`config.mk`:
```
export PLATFORM = sky130hd
export DESIGN_NAME = dmem_ctrl
export DESIGN_NICKNAME = d
export VERILOG_FILES = /design/src/rtl/dmem_pkg.sv /design/src/rtl/dmem_region_decode.sv /design/src/rtl/dmem_ctrl.sv
export SDC_FILE = /design/constraint.sdc
export NUM_CORES = 1
export LEC_CHECK = 0
export ABC_AREA = 1
export BUFFER_PORTS_ARGS = -buffer_cell sky130_fd_sc_hd__buf_4
export CAP_MARGIN = 20
export CORE_AREA = 5 5 363 365
export DETAILED_ROUTE_END_ITERATION = 10
export DIE_AREA = 0 0 368 370
export SYNTH_ARGS = -nofsm -noshare
export SYNTH_HDL_FRONTEND = slang
export SYNTH_SLANG_ARGS = --single-unit
```
`constraint.sdc`:
```
create_clock -name clk -period 6.19 [get_ports clk]
set_input_delay 0.9285 -clock clk [delete_from_list [all_inputs] [get_ports clk]]
set_output_delay 0.9285 -clock clk [all_outputs]
set_load 0.1 [all_outputs]
```
`src/rtl/dmem_pkg.sv`:
```
// Shared types and address-map helpers for the data-space controller.
// Region limits are functions so every parameterisation derives them the same way.
package dmem_pkg;

  typedef enum logic [1:0] {
    IDLE    = 2'd0,
    ISSUE   = 2'd1,
    CAPTURE = 2'd2,
    DONE    = 2'd3
  } state_t;

  typedef enum logic [1:0] {
    REG  = 2'd0,
    IO   = 2'd1,
    SRAM = 2'd2,
    ERR  = 2'd3
  } region_t;

  function automatic int sram_base(int num_regs, int num_io);
    return num_regs + num_io;
  endfunction

  function automatic int sram_last(int num_regs, int num_io, int sram_bytes);
    return num_regs + num_io + sram_bytes - 1;
  endfunction

endpackage

```
`src/rtl/dmem_region_decode.sv`:
```
// Combinational decode of one byte address into register, IO, SRAM or error.
// In IO-only form the address is an IO index and never reaches registers or SRAM.
module dmem_region_decode
  import dmem_pkg::*;
#(
  parameter int NUM_REGS   = 32,
  parameter int NUM_IO     = 64,
  parameter int SRAM_BYTES = 2048,
  parameter int SRAM_AW    = 11
) (
  input  logic [15:0]        a,
  input  logic               io_only,
  output region_t            region,
  output logic [15:0]        index,
  output logic [SRAM_AW-1:0] sram_off
);

  localparam int unsigned SRAM_BASE = sram_base(NUM_REGS, NUM_IO);
  localparam int unsigned SRAM_LAST = sram_last(NUM_REGS, NUM_IO, SRAM_BYTES);

  logic [31:0] ai;

  always_comb begin
    region   = ERR;
    index    = '0;
    sram_off = '0;
    ai       = {16'h0000, a};
    if (io_only) begin
      if (ai < 32'(NUM_IO)) begin
        region = IO;
        index  = a;
      end
    end else if (ai < 32'(NUM_REGS)) begin
      region = REG;
      index  = a;
    end else if (ai < SRAM_BASE) begin
      region = IO;
      index  = 16'(ai - 32'(NUM_REGS));
    end else if (ai <= SRAM_LAST) begin
      region   = SRAM;
      sram_off = SRAM_AW'(ai - SRAM_BASE);
    end
  end

endmodule

```
`src/rtl/dmem_ctrl.sv`:
```
// Data-space controller: sequences byte and 16-bit little-endian accesses into
// the GP register file, IO register file and external SRAM, one byte at a time.
module dmem_ctrl
  import dmem_pkg::*;
#(
  parameter int NUM_REGS   = 32,
  parameter int NUM_IO     = 64,
  parameter int SRAM_BYTES = 2048,
  parameter int SRAM_AW    = 11
) (
  input  logic                  clk,
  input  logic                  rst_n,
  input  logic                  req,
  input  logic                  we,
  input  logic                  wide,
  input  logic                  io_only,
  input  logic [15:0]           addr,
  input  logic [15:0]           wdata,
  input  logic [NUM_REGS*8-1:0] register_bus,
  input  logic [NUM_IO*8-1:0]   io_bus,
  input  logic [7:0]            sram_q,
  output logic                  ready,
  output logic                  rvalid,
  output logic [15:0]           rdata,
  output logic                  err,
  output logic [NUM_REGS-1:0]   reg_we,
  output logic [NUM_IO-1:0]     io_we,
  output logic [7:0]            write_data,
  output logic [SRAM_AW-1:0]    sram_addr,
  output logic                  sram_wren,
  output logic [1:0]            state_dbg
);

  // Handshake: a request is taken on any rising edge where req && ready; ready is
  // high only while idle, so req during a busy access is simply not seen. Completion
  // is a single-cycle rvalid pulse with err and rdata valid alongside it; there is
  // no back-pressure on the response side.

  state_t  state, state_nxt;
  logic    byte_sel;
  logic    err_acc;
  logic    lat_we, lat_wide, lat_io;
  logic [15:0] lat_addr, lat_wdata;

  logic [15:0]        byte_addr;
  region_t            region;
  logic [15:0]        dec_index;
  logic [SRAM_AW-1:0] dec_off;
  logic [7:0]         cap_byte;
  logic [7:0]         wr_byte;
  logic               do_write;

  assign byte_addr = lat_addr + {15'b0, byte_sel};
  assign state_dbg = state;

  dmem_region_decode #(
    .NUM_REGS  (NUM_REGS),
    .NUM_IO    (NUM_IO),
    .SRAM_BYTES(SRAM_BYTES),
    .SRAM_AW   (SRAM_AW)
  ) u_decode (
    .a       (byte_addr),
    .io_only (lat_io),
    .region  (region),
    .index   (dec_index),
    .sram_off(dec_off)
  );

  always_ff @(posedge clk) begin
    if (!rst_n) begin
      state     <= IDLE;
      byte_sel  <= 1'b0;
      err_acc   <= 1'b0;
      rdata     <= '0;
      lat_we    <= 1'b0;
      lat_wide  <= 1'b0;
      lat_io    <= 1'b0;
      lat_addr  <= '0;
      lat_wdata <= '0;
    end else begin
      state <= state_nxt;
      case (state)
        IDLE: begin
          if (req) begin
            lat_we    <= we;
            lat_wide  <= wide;
            lat_io    <= io_only;
            lat_addr  <= addr;
            lat_wdata <= wdata;
            byte_sel  <= 1'b0;
            err_acc   <= 1'b0;
          end
        end
        CAPTURE: begin
          // The low-byte capture also clears the high byte, so byte accesses read 0 there.
          if (byte_sel) rdata[15:8] <= cap_byte;
          else          rdata       <= {8'h00, cap_byte};
          if (region == ERR) err_acc <= 1'b1;
          if (lat_wide && !byte_sel) byte_sel <= 1'b1;
        end
        default: ;
      endcase
    end
  end

  always_comb begin
    state_nxt = state;
    case (state)
      IDLE:    if (req) state_nxt = ISSUE;
      ISSUE:   state_nxt = CAPTURE;
      CAPTURE: state_nxt = (lat_wide && !byte_sel) ? ISSUE : DONE;
      DONE:    state_nxt = IDLE;
      default: state_nxt = IDLE;
    endcase
  end

  // Read byte source; writes and error bytes contribute 0x00.
  always_comb begin
    cap_byte = 8'h00;
    if (!lat_we) begin
      case (region)
        REG: begin
          for (int i = 0; i < NUM_REGS; i++)
            if (dec_index == 16'(i)) cap_byte = register_bus[i*8 +: 8];
        end
        IO: begin
          for (int i = 0; i < NUM_IO; i++)
            if (dec_index == 16'(i)) cap_byte = io_bus[i*8 +: 8];
        end
        SRAM:    cap_byte = sram_q;
        default: cap_byte = 8'h00;
      endcase
    end
  end

  // Strobes come only from registered state and are cut immediately by reset.
  always_comb begin
    ready      = (state == IDLE);
    rvalid     = rst_n && (state == DONE);
    err        = rst_n && (state == DONE) && err_acc;
    reg_we     = '0;
    io_we      = '0;
    sram_wren  = 1'b0;
    write_data = 8'h00;
    sram_addr  = '0;
    wr_byte    = byte_sel ? lat_wdata[15:8] : lat_wdata[7:0];
    do_write   = rst_n && (state == ISSUE) && lat_we;
    if (region == SRAM) sram_addr = dec_off;
    if (do_write && (region != ERR)) begin
      write_data = wr_byte;
      case (region)
        REG: begin
          for (int i = 0; i < NUM_REGS; i++)
            if (dec_index == 16'(i)) reg_we[i] = 1'b1;
        end
        IO: begin
          for (int i = 0; i < NUM_IO; i++)
            if (dec_index == 16'(i)) io_we[i] = 1'b1;
        end
        SRAM:    sram_wren = 1'b1;
        default: ;
      endcase
    end
  end

endmodule

```
# --- Word level (Yosys, flattened, before mapping) ---
# Cells that the tools add are included.
word_totals:
  reg_bits: 55
  input_bits: 814
  out_inout_bits: 137
  elab_cells: 299
op_classes:
  add_sub_neg: 3
  n_lt_le_gt_ge: 4
  mux: 193
  bitwise_logic: 1
  reduce_logical: 15
  eq_ne: 73
ops:
  columns: ["cell", "count"]
  rows:
  - ["two-way mux 8 bit", 100]
  - ["== test 16 x 6 -> 1 bit (second input constant)", 32]
  - ["== test 16 x 5 -> 1 bit (second input constant)", 16]
  - ["== test 16 x 4 -> 1 bit (second input constant)", 8]
  - ["two-way mux 64 bit", 2]
  - ["two-way mux 1 bit", 70]
  - ["== test 16 x 3 -> 1 bit (second input constant)", 4]
  - ["two-way mux 16 bit", 4]
  - ["two-way mux 32 bit", 2]
  - ["two-way mux 11 bit", 5]
  - ["== test 16 x 2 -> 1 bit (second input constant)", 2]
  - ["< comparator 16 x 7 -> 1 bit (second input constant)", 2]
  - ["case mux 8 bit (3 select lines)", 1]
  - ["adder 16 x 1 -> 16 bit", 1]
  - ["== test 16 x 1 -> 1 bit (second input constant)", 1]
  - ["<= comparator 16 x 12 -> 1 bit (second input constant)", 1]
  - ["logical NOT 16 bit", 1]
  - ["< comparator 16 x 6 -> 1 bit (second input constant)", 1]
  - ["subtractor 16 x 6 -> 16 bit (second input constant)", 1]
  - ["two-way mux 2 bit", 6]
  - ["subtractor 11 x 7 -> 11 bit (second input constant)", 1]
  - ["== test 2 bit (second input constant)", 4]
  - ["inequality test 2 bit (second input constant)", 4]
  - ["case mux 2 bit (4 select lines)", 1]
  - ["other kinds (9)", 19]

# --- Logic depth before layout (Yosys ltp) ---
# Gate-level depths: netlist (run 1).
depth:
  word_depth: 73
  ltp_mapped: 59
  depth_no_buf: 59

# --- Cells and area by module ---
# From an unflattened synthesis (run 1), not the netlist that was laid out.
unflattened:
  cells_unflattened: 2256
  area_unflattened_um2: 10846.7
modules_own_cells:
  columns: ["module", "area_per_inst_um2", "cells_each", "seq_area_each_um2", "n_inst"]
  rows:
  - ["dmem_ctrl", 10298.6, 2154, 1101.1, 1]
  - ["dmem_region_decode", 548.0, 102, 0.0, 1]

# --- Least setup slack after synthesis (run 1) ---
# Ideal clock, no wire load.
synth_timing:
  kind: "register to output"
  start: "reg byte_sel"
  end: "out io_we[53]"
  path_stages_with_launch: 22
  slack_ns: 0.360
  arrival_ns: 4.901
  required_time_ns: 5.261
  cell_sequence: "dfxtp_1 -> ha_1 -> ha_1 -> nand2_1 -> nor2_4 -> nand3_1 -> nand2_1 -> nand2_1 -> inv_2 -> nand2_2 -> nor2_8 -> nand4_2 -> nand2_2 -> inv_2 -> nor2_4 -> inv_2 -> nor2_1 -> inv_2 -> buf_1 -> buf_1 -> clkbuf_1 -> nor3_1"
synth_via:
  elab_chain_len: 9
  elab_cells_between_ends: 22
  cone_classes: "add/sub: 2; order compare: 4; eq/ne: 3; mux: 12; reduce/logical: 1"
synth_lines:
  columns: ["element", "line_no", "source"]
  rows:
  - ["start, declared", "dmem_ctrl.sv:40", "logic byte_sel;"]
  - ["start signal, assigned", "dmem_ctrl.sv:72", "byte_sel <= 1'b0;"]
  - ["start signal, assigned", "dmem_ctrl.sv:90", "byte_sel <= 1'b0;"]
  - ["start signal, assigned", "dmem_ctrl.sv:99", "if (lat_wide && !byte_sel) byte_sel <= 1'b1;"]
  - ["adder 16 x 1 -> 16 bit (*)", "dmem_ctrl.sv:53", "assign byte_addr = lat_addr + {15'b0, byte_sel};"]
  - ["subtractor 16 x 6 -> 16 bit, or another cell as far along", "dmem_region_decode.sv:38", "index = 16'(ai - 32'(NUM_REGS));"]
  - ["two-way mux 16 bit or two-way mux 1 bit (tied branches)", "dmem_region_decode.sv:36, dmem_region_decode.sv:39", null]
  - ["two-way mux 16 bit or two-way mux 2 bit (tied branches)", "dmem_region_decode.sv:33, dmem_region_decode.sv:36", null]
  - ["two-way mux 16 bit or two-way mux 2 bit (tied branches)", "dmem_region_decode.sv:28, dmem_region_decode.sv:33", null]
  - ["== test 16 x 6 -> 1 bit or two-way mux 2 bit (tied branches)", "dmem_ctrl.sv:158, dmem_region_decode.sv:28", null]
  - ["two-way mux 1 bit, or another cell as far along", "dmem_ctrl.sv:158", "if (dec_index == 16'(i)) io_we[i] = 1'b1;"]
  - ["two-way mux 64 bit or logical AND 1 bit (tied branches)", "dmem_ctrl.sv:151, dmem_ctrl.sv:149", null]
  - ["two-way mux 64 bit (*)", "dmem_ctrl.sv:149", "if (do_write && (region != ERR)) begin"]
  - ["end, declared", "dmem_ctrl.sv:27", "output logic [NUM_IO-1:0] io_we,"]
# Every way passes the cells marked *; elsewhere a longest branch is shown, timed or not.

# --- Final worst setup path (run 1) ---
layout_timing:
  start: "reg lat_addr[0]"
  end: "reg rdata[4]"
layout_via:
  elab_chain_len: 72
  elab_cells_between_ends: 180
  cone_classes: "add/sub: 2; order compare: 4; eq/ne: 65; mux: 107; reduce/logical: 2"
layout_lines:
  columns: ["element", "line_no", "source"]
  rows:
  - ["start, declared", "dmem_ctrl.sv:43", "logic [15:0] lat_addr, lat_wdata;"]
  - ["start signal, assigned", "dmem_ctrl.sv:88", "lat_addr <= addr;"]
  - ["adder 16 x 1 -> 16 bit (*)", "dmem_ctrl.sv:53", null]
  - ["subtractor 16 x 6 -> 16 bit or < comparator 16 x 7 -> 1 bit (tied branches)", "dmem_region_decode.sv:38, dmem_region_decode.sv:36", null]
  - ["two-way mux 16 bit", "dmem_region_decode.sv:36", "end else if (ai < SRAM_BASE) begin"]
  - ["two-way mux 16 bit", "dmem_region_decode.sv:33", "end else if (ai < 32'(NUM_REGS)) begin"]
  - ["two-way mux 16 bit", "dmem_region_decode.sv:28", "if (io_only) begin"]
  - ["logical NOT 16 bit", "dmem_ctrl.sv:124, dmem_ctrl.sv:128", null]
  - ["two-way mux 8 bit (64 in a row)", "dmem_ctrl.sv:128", "if (dec_index == 16'(i)) cap_byte = io_bus[i*8 +: 8];"]
  - ["case mux 8 bit (3 select lines) (*)", "dmem_ctrl.sv:121", "case (region)"]
  - ["two-way mux 8 bit (*)", "dmem_ctrl.sv:120", "if (!lat_we) begin"]
  - ["end signal, assigned", "dmem_ctrl.sv:97", "else rdata <= {8'h00, cap_byte};"]
  - ["end, declared", "dmem_ctrl.sv:24", "output logic [15:0] rdata,"]
# Marks and branches as above.
# A chain may end at the register's enable or synchronous reset.

==> results.md, run 1 <==
- FP Rows: 132
- DR vias: 21,605
- HP Start: lat_wide
- Worst R2R End: rdata[4]
- Port bufs: 950
- Sequential area share after synthesis: roughly a tenth
- Drt via density: 4.11
- Crit end category: register
- RR Startpoint: lat_addr[0]
- Die height: between 300 and 400 um
- Critical Path AT: roughly 7.5 ns
- Residual DRC count: 0
- Hold depth: 2
- Grt ovf: 0
- GPL Wtd Cong: roughly 1.1
- Slowest CP cell: dfxtp_4
- # H-tree levels: 2
- Final Hold Viols: 0
- Post-DP HPWL: approximately 140,000 um
- Pint: about 1.6 mW
- Setup slack after layout: -1.10 ns
- Setup violators final: 16
- Synth Warn #: 0
- Initial DRT Pass Iterations: 6
- F_max: about 140 MHz
- Avg Inst Size Synth: a little under 5 um^2
- Worst Clk Skew: about 0.018 ns
- Pwr Density: about 130 mW/mm^2
- Final core occ: between 10% and 20%
- Flop2flop setup slack: -1.10 ns
- Clk_lat worst skew: roughly 0.33 ns
- Area of the mapped netlist: around 0.011 mm^2
- Fin. max-slew vios: 0
- Die Width: around 370 um
- Share of post-route cells with drive strength above 1: 46.6%
- All-layer global routing usage: ~22%
- Worst Tran Pin Value: between 1 and 1.5 ns
- Synthesized instance count: 2,191
- Total Wirelength: 158,000 um
- Net Sw Frac: approximately half
- Hold Path Class: register to register
- Sequential power share: between 10% and 20%
- WP data required: roughly 6.4 ns
- CP Max Fanout: 6
- CTS tree: done
- Initial antenna violation count: between 40 and 50
- Commonest non-fill, non-tap cell in the layout: buf_4
- LEAKAGE: around 12 nW
- Fillers: approximately 15,000
- Largest net degree at the start of global routing: 51
- Seq cells post-synth: 55
- Clk network pwr share: approximately 11%
- Syn_nets: roughly 3,000
- Max incr delay on CP: between 0.3 and 0.4 ns
- Tcrit/Tclk final: 118%
- Most used cell, CP: nand4_1
- CTS buffer count: 5
- MaxCap Viol Count: 0
- Switching power: about 1.6 mW
- Layout area overhead: 130%
- WL/cell: approximately 30 um
- Slew HR: between 30% and 40%
- 1st-iter DRT viols: about 1,800
- Worst IR Drop VDD: around 0.14 mV
- Failing checks: setup timing
- Num ports: 951
- Initial Utilization: between 8 and 9%
- Reg2Reg Depth: a little over 60
- Hold_buf cts: 0
- RSZ-0062 raised after global routing: true
- Outcome: finished, violations left
- Total core area: 0.128 mm^2
- Global-route wire length before repair: roughly 200,000 um
- Die Footprint: roughly 0.14 mm^2
- DP Worst Slack: -2.08 ns
- Post-route ant nets: 0
- Clock transition at the registers of the reported paths: 0.10 ns
- Vias in the first global route: roughly 22,000
- Yosys cell types: 52
- Root buffer selected by CTS: clkbuf_16
- Longest Clk Path Bufs: 2
- Comb power frac: 76.5%
- Endpoint, Worst Hold: lat_wide
- Setup crit start kind: register
- Clk sinks: 55
- Nets@finish: ~4,400
- Min Clock Period, post-route: between 7 and 8 ns
- Critical path class: register to register
- Most frequent cells in the layout: buf_4, nand2_1, nor2_1, inv_1, a21oi_1
-- cells in the mapped netlist, drive strengths merged --
cell     instances  share of area (%)
a2111o           1               0.10
nor3            40                1.9
nand2          733                 26
or2             26                1.5
clkbuf          42                1.5
a221oi          41                3.7
nand3b           3               0.21
buf             16                1.1
o211ai           1              0.070
a31oi            3               0.17
clkinv          12               0.43
o2111ai          1              0.081
nand3          137                6.8
nor3b            5               0.35
o31ai            1              0.070
xnor2            3               0.24
a22o             2               0.16
dfxtp           55                 10
a221o            3               0.28
nor2           433                 17
a32oi            1              0.081
inv            257                8.9
nand4          113                6.6
xor2             5               0.48
a21oi          166                7.8
a41oi            1              0.081
a211oi           3               0.21
o22ai            1              0.058
ha               5               0.58
o41ai            1               0.15
o21ai           76                3.5
and3             4               0.23
-- timing repair --
| item | 4_1_cts | 5_1_grt |
|---|---|---|
| resized for setup | 199 | 52 |
| pin swaps | 107 | 106 |
| setup endpoints to repair | 16 | 16 |
| setup buffers | 41 | 17 |
-- cell type report --
class / count / area [um^2] / area share [%]
timing repair buffer: 1422 / 11200 / 45.2
multi-input combinational: 1809 / 9150 / 36.9
tap: 1675 / 2100 / 8.45
sequential: 55 / 1110 / 4.47
inverter: 269 / 1020 / 4.10
clock buffer: 5 / 125 / 0.504
antenna: 20 / 50.0 / 0.202
clock inverter: 2 / 41.3 / 0.166
-- cell families after synthesis --
family | synth area share, %
fa+ha+maj | 0.580
flops | 10.2
compound gates | 16.6
xor+xnor | 0.719
buf+inv | 11.9
simple gates | 60.0
-- worst max-delay path by stage --
| stage | slack [ns] | to | startpoint | depth (start not counted) |
|---|---|---|---|---|
| global placement | -1.98 | rdata[15] | byte_sel | 60 |
| floorplan | 0.36 | io_we[53] | byte_sel | 21 |
| global route | -1.57 | rdata[4] | lat_addr[0] | 60 |
| CTS | -1.14 | rdata[4] | lat_addr[0] | 60 |
| finish | -1.10 | rdata[4] | lat_addr[0] | 61 |
| detailed placement | -2.08 | rdata[15] | byte_sel | 60 |
-- through the flow --
step	std cells	instance area [um^2]	setup TNS, ns	total power [mW]	hold slack, ns
after floorplan	2191	10800	0	1.24	0.439
after detailed placement	5175	23200	-22.08	2.67	0.457
after global routing	5247	24800	-22.96	3.46	0.498
after global placement	5175	23200	-21.02	2.68	0.451
final	5257	24800	-14.66	3.28	0.481
after CTS	5221	24400	-13.37	3.28	0.471
-- sequential cells by signal, indices dropped and copies added, names as in the netlist --
register	flops
lat_addr	16
lat_wdata	16
rdata	16
state_dbg	2
byte_sel	1
err_acc	1
lat_io	1
lat_we	1
lat_wide	1
-- critical path, delay by kind of cell (launching register included) --
family / cells / cell delay, ns
simple gates: 51 / 5.33
flops: 1 / 0.38
fa+ha+maj: 2 / 0.30
buf+inv: 7 / 1.01
compound gates: 1 / 0.08
-- power by group through the flow --
stage	clock network [mW]	logic [mW]	registers [mW]
CTS	0.376	2.50	0.407
global route	0.380	2.67	0.411
global placement	0	2.26	0.413
floorplan	0	0.786	0.450
finish	0.364	2.51	0.407
detailed placement	0	2.26	0.414
-- per-layer routing --
metal  wire (um)  vias to the layer above  track usage, %
met1       65200                    10409            27.1
li1            -                     9896               -
met5          62                        -               0
met2       76900                     1133            38.2
met4        4880                       10            6.23
met3       10700                      157            4.10
No activity file was read; power rests on OpenSTA's default activity.
==> inputs of run 2 (changes only) <==
--- a/config.mk
+++ b/config.mk
@@ -11,6 +11,7 @@
 export CORE_AREA = 5 5 363 365
 export DETAILED_ROUTE_END_ITERATION = 10
 export DIE_AREA = 0 0 368 370
+export SETUP_SLACK_MARGIN = 0.4
 export SYNTH_ARGS = -nofsm -noshare
 export SYNTH_HDL_FRONTEND = slang
 export SYNTH_SLANG_ARGS = --single-unit
==> run 2 against run 1 <==
Effect of this change: combinational power decreased by 3%; worst hold slack got worse by 0.0095 ns; core utilization decreased by 0.35 points; the run still ends with setup timing left; die area unchanged; highest routed layer unchanged; count of clock-buffer cells in the layout unchanged; first-iteration DRC count decreased by 11%; via count decreased by 1.3%; routed wire length decreased by 1.9%.
==> results.md, run 2 (synthesis results as in run 1) <==
- Vias in the first global route: between 20,000 and 25,000
- Met2 GRT Util: a little under two fifths
- Failing checks: setup timing
- CP Max Fanout: 9
- Post-DP HPWL: approximately 140,000 um
- Nets@finish: around 4,400
- Max incr delay on CP: slightly below 0.4 ns
- Hold_buf cts: 0
- Placement Cell Area: between 0.02 and 0.025 mm^2
- Die height: ~370 um
- Most frequent cells in the layout: buf_4, nand2_1, nor2_1, inv_1, a21oi_1
- Post-route ant nets: 0
- RR Startpoint: lat_addr[0]
- Clk sinks: between 50 and 60
- Worst R2R End: rdata[1]
- Critical Path AT: around 7.5 ns
- Hold depth: 2
- Fin. max-slew vios: 0
- Reg2Reg Depth: slightly below 60
- Most used cell, CP: nand2_1
- Total core area: ~0.13 mm^2
- Worst IR Drop VDD: between 0.1 and 0.15 mV
- Worst Tran Pin Value: roughly 1.1 ns
- DR vias: approximately 21,000
- Longest Clk Path Bufs: 2
- Flop2flop setup slack: -1.17 ns
- Largest net degree at the start of global routing: 51
- Slew HR: 29.2%
- RSZ-0062 raised after global routing: true
- Grt ovf: 0
- Die Footprint: ~0.14 mm^2
- WL/cell: 29.6 um
- 1st-iter DRT viols: between 1,500 and 2,000
- Die Width: 368 um
- Final Total Pwr: around 3.2 mW
- Layout area overhead: 126%
- Fillers: ~15,000
- Total Wirelength: about 150,000 um
- Num ports: 951
- Initial Utilization: under 10%
- Min Clock Period, post-route: about 7.4 ns
- Clock transition at the registers of the reported paths: roughly 0.10 ns
- Multi-input combinational cell area: ~0.009 mm^2
- Initial antenna violation count: 38
- Tcrit/Tclk final: 119%
- All-layer global routing usage: 21.3%
- Clk_lat worst skew: 0.33 ns
- Slowest CP cell: dfxtp_4
- # H-tree levels: 2
- Met3 GRT Util: 3.63%
- WP data required: 6.36 ns
- Outcome: finished, violations left
- Worst Clk Skew: approximately 0.016 ns
- Met1 usage in global routing: 27.0%
- Top flop regs: lat_addr: 16 flops, lat_wdata: 16 flops, rdata: 16 flops
- GPL Wtd Cong: 1.00
- Commonest non-fill, non-tap cell in the layout: buf_4
- Hold Path Class: register to register
- Initial DRT Pass Iterations: 6
- Placed cell count: slightly above 5,000
- Grt peak-use layer: met2
- LEAKAGE: between 10 and 15 nW
- Port bufs: 950
- Global-route wire length before repair: about 200,000 um
- DP Worst Slack: -2.04 ns
- Root buffer selected by CTS: clkbuf_16
- Sequential cell area: 0.00111 mm^2
- Setup crit start kind: register
- Crit end category: register
- Endpoint, Worst Hold: rdata[8]
- HP Start: rdata[8]
- Final Hold Viols: 0
- Residual DRC count: 0
- Non-Filler Instances: approximately 5,200
- Share of post-route cells with drive strength above 1: a little under half
- Post-route cell area: between 0.02 and 0.025 mm^2
- Critical path class: register to register
- F_max: between 100 and 150 MHz
- Setup slack after layout: -1.17 ns
- FP Rows: 132
- Drt via density: 4.08
- CTS tree: done
- MaxCap Viol Count: 0
- Pwr Density: between 100 and 150 mW/mm^2
- Final core occ: 19.0%
- Setup violators final: 16
- CTS buffer count: 5
[run 2: cell count changes in the layout (fill, tap and decap cells not counted), sizes merged]
cell,change
clkinv,+2
buf,-28
diode,-3
inv,-1
[run 2: how the worst max path moves through the flow]
stage / from / end / slack, ns / cells past startpoint
2_1_floorplan: byte_sel / io_we[53] / 0.36 / 21
3_3_place_gp: byte_sel / rdata[1] / -2.01 / 56
3_5_place_dp: lat_addr[0] / rdata[1] / -2.04 / 60
4_1_cts: lat_addr[0] / rdata[1] / -1.29 / 58
5_1_grt: lat_addr[0] / rdata[9] / -1.58 / 60
6_report: lat_addr[0] / rdata[1] / -1.17 / 58
[run 2: power breakdown]
group / internal [mW] / switching (mW)
Combinational: 1.03 / 1.41
Clock: 0.196 / 0.169
Sequential: 0.383 / 0.0243
[run 2: final cells by class]
| type | count | share of cell area (%) |
|---|---|---|
| clock buffer | 5 | 0.514 |
| antenna | 17 | 0.175 |
| multi-input combinational | 1809 | 37.1 |
| inverter | 269 | 4.18 |
| tap | 1675 | 8.60 |
| clock inverter | 3 | 0.226 |
| timing repair buffer | 1394 | 44.6 |
| sequential | 55 | 4.56 |
[run 2: repair_timing]
item | 4_1_cts | 5_1_grt
pin swaps | 57 | 50
resized for setup | 104 | 94
gates cloned | 0 | 0
endpoints found under the setup margin | 16 | 21
setup buffers | 18 | 18
[run 2: layer usage]
| layer | share of wire, % | wire, um |
|---|---|---|
| met4 | 3.1 | 4770 |
| met3 | 6.2 | 9600 |
| met5 | 0.083 | 128 |
| met2 | 48 | 74800 |
| met1 | 42 | 65600 |
[run 2: metrics by stage]
step | hold slack, ns | setup TNS (ns)
6_report | 0.471 | -12.22
5_1_grt | 0.484 | -19.53
4_1_cts | 0.470 | -14.07
3_5_place_dp | 0.456 | -20.78
3_3_place_gp | 0.449 | -19.63
2_1_floorplan | 0.439 | 0
[run 2: critical path: cells and delay by family (launching register included)]
kind / cells / cell delay (ns)
fa+ha+maj: 3 / 0.58
simple gates: 43 / 4.65
flops: 1 / 0.39
buf+inv: 10 / 1.29
compound gates: 2 / 0.24
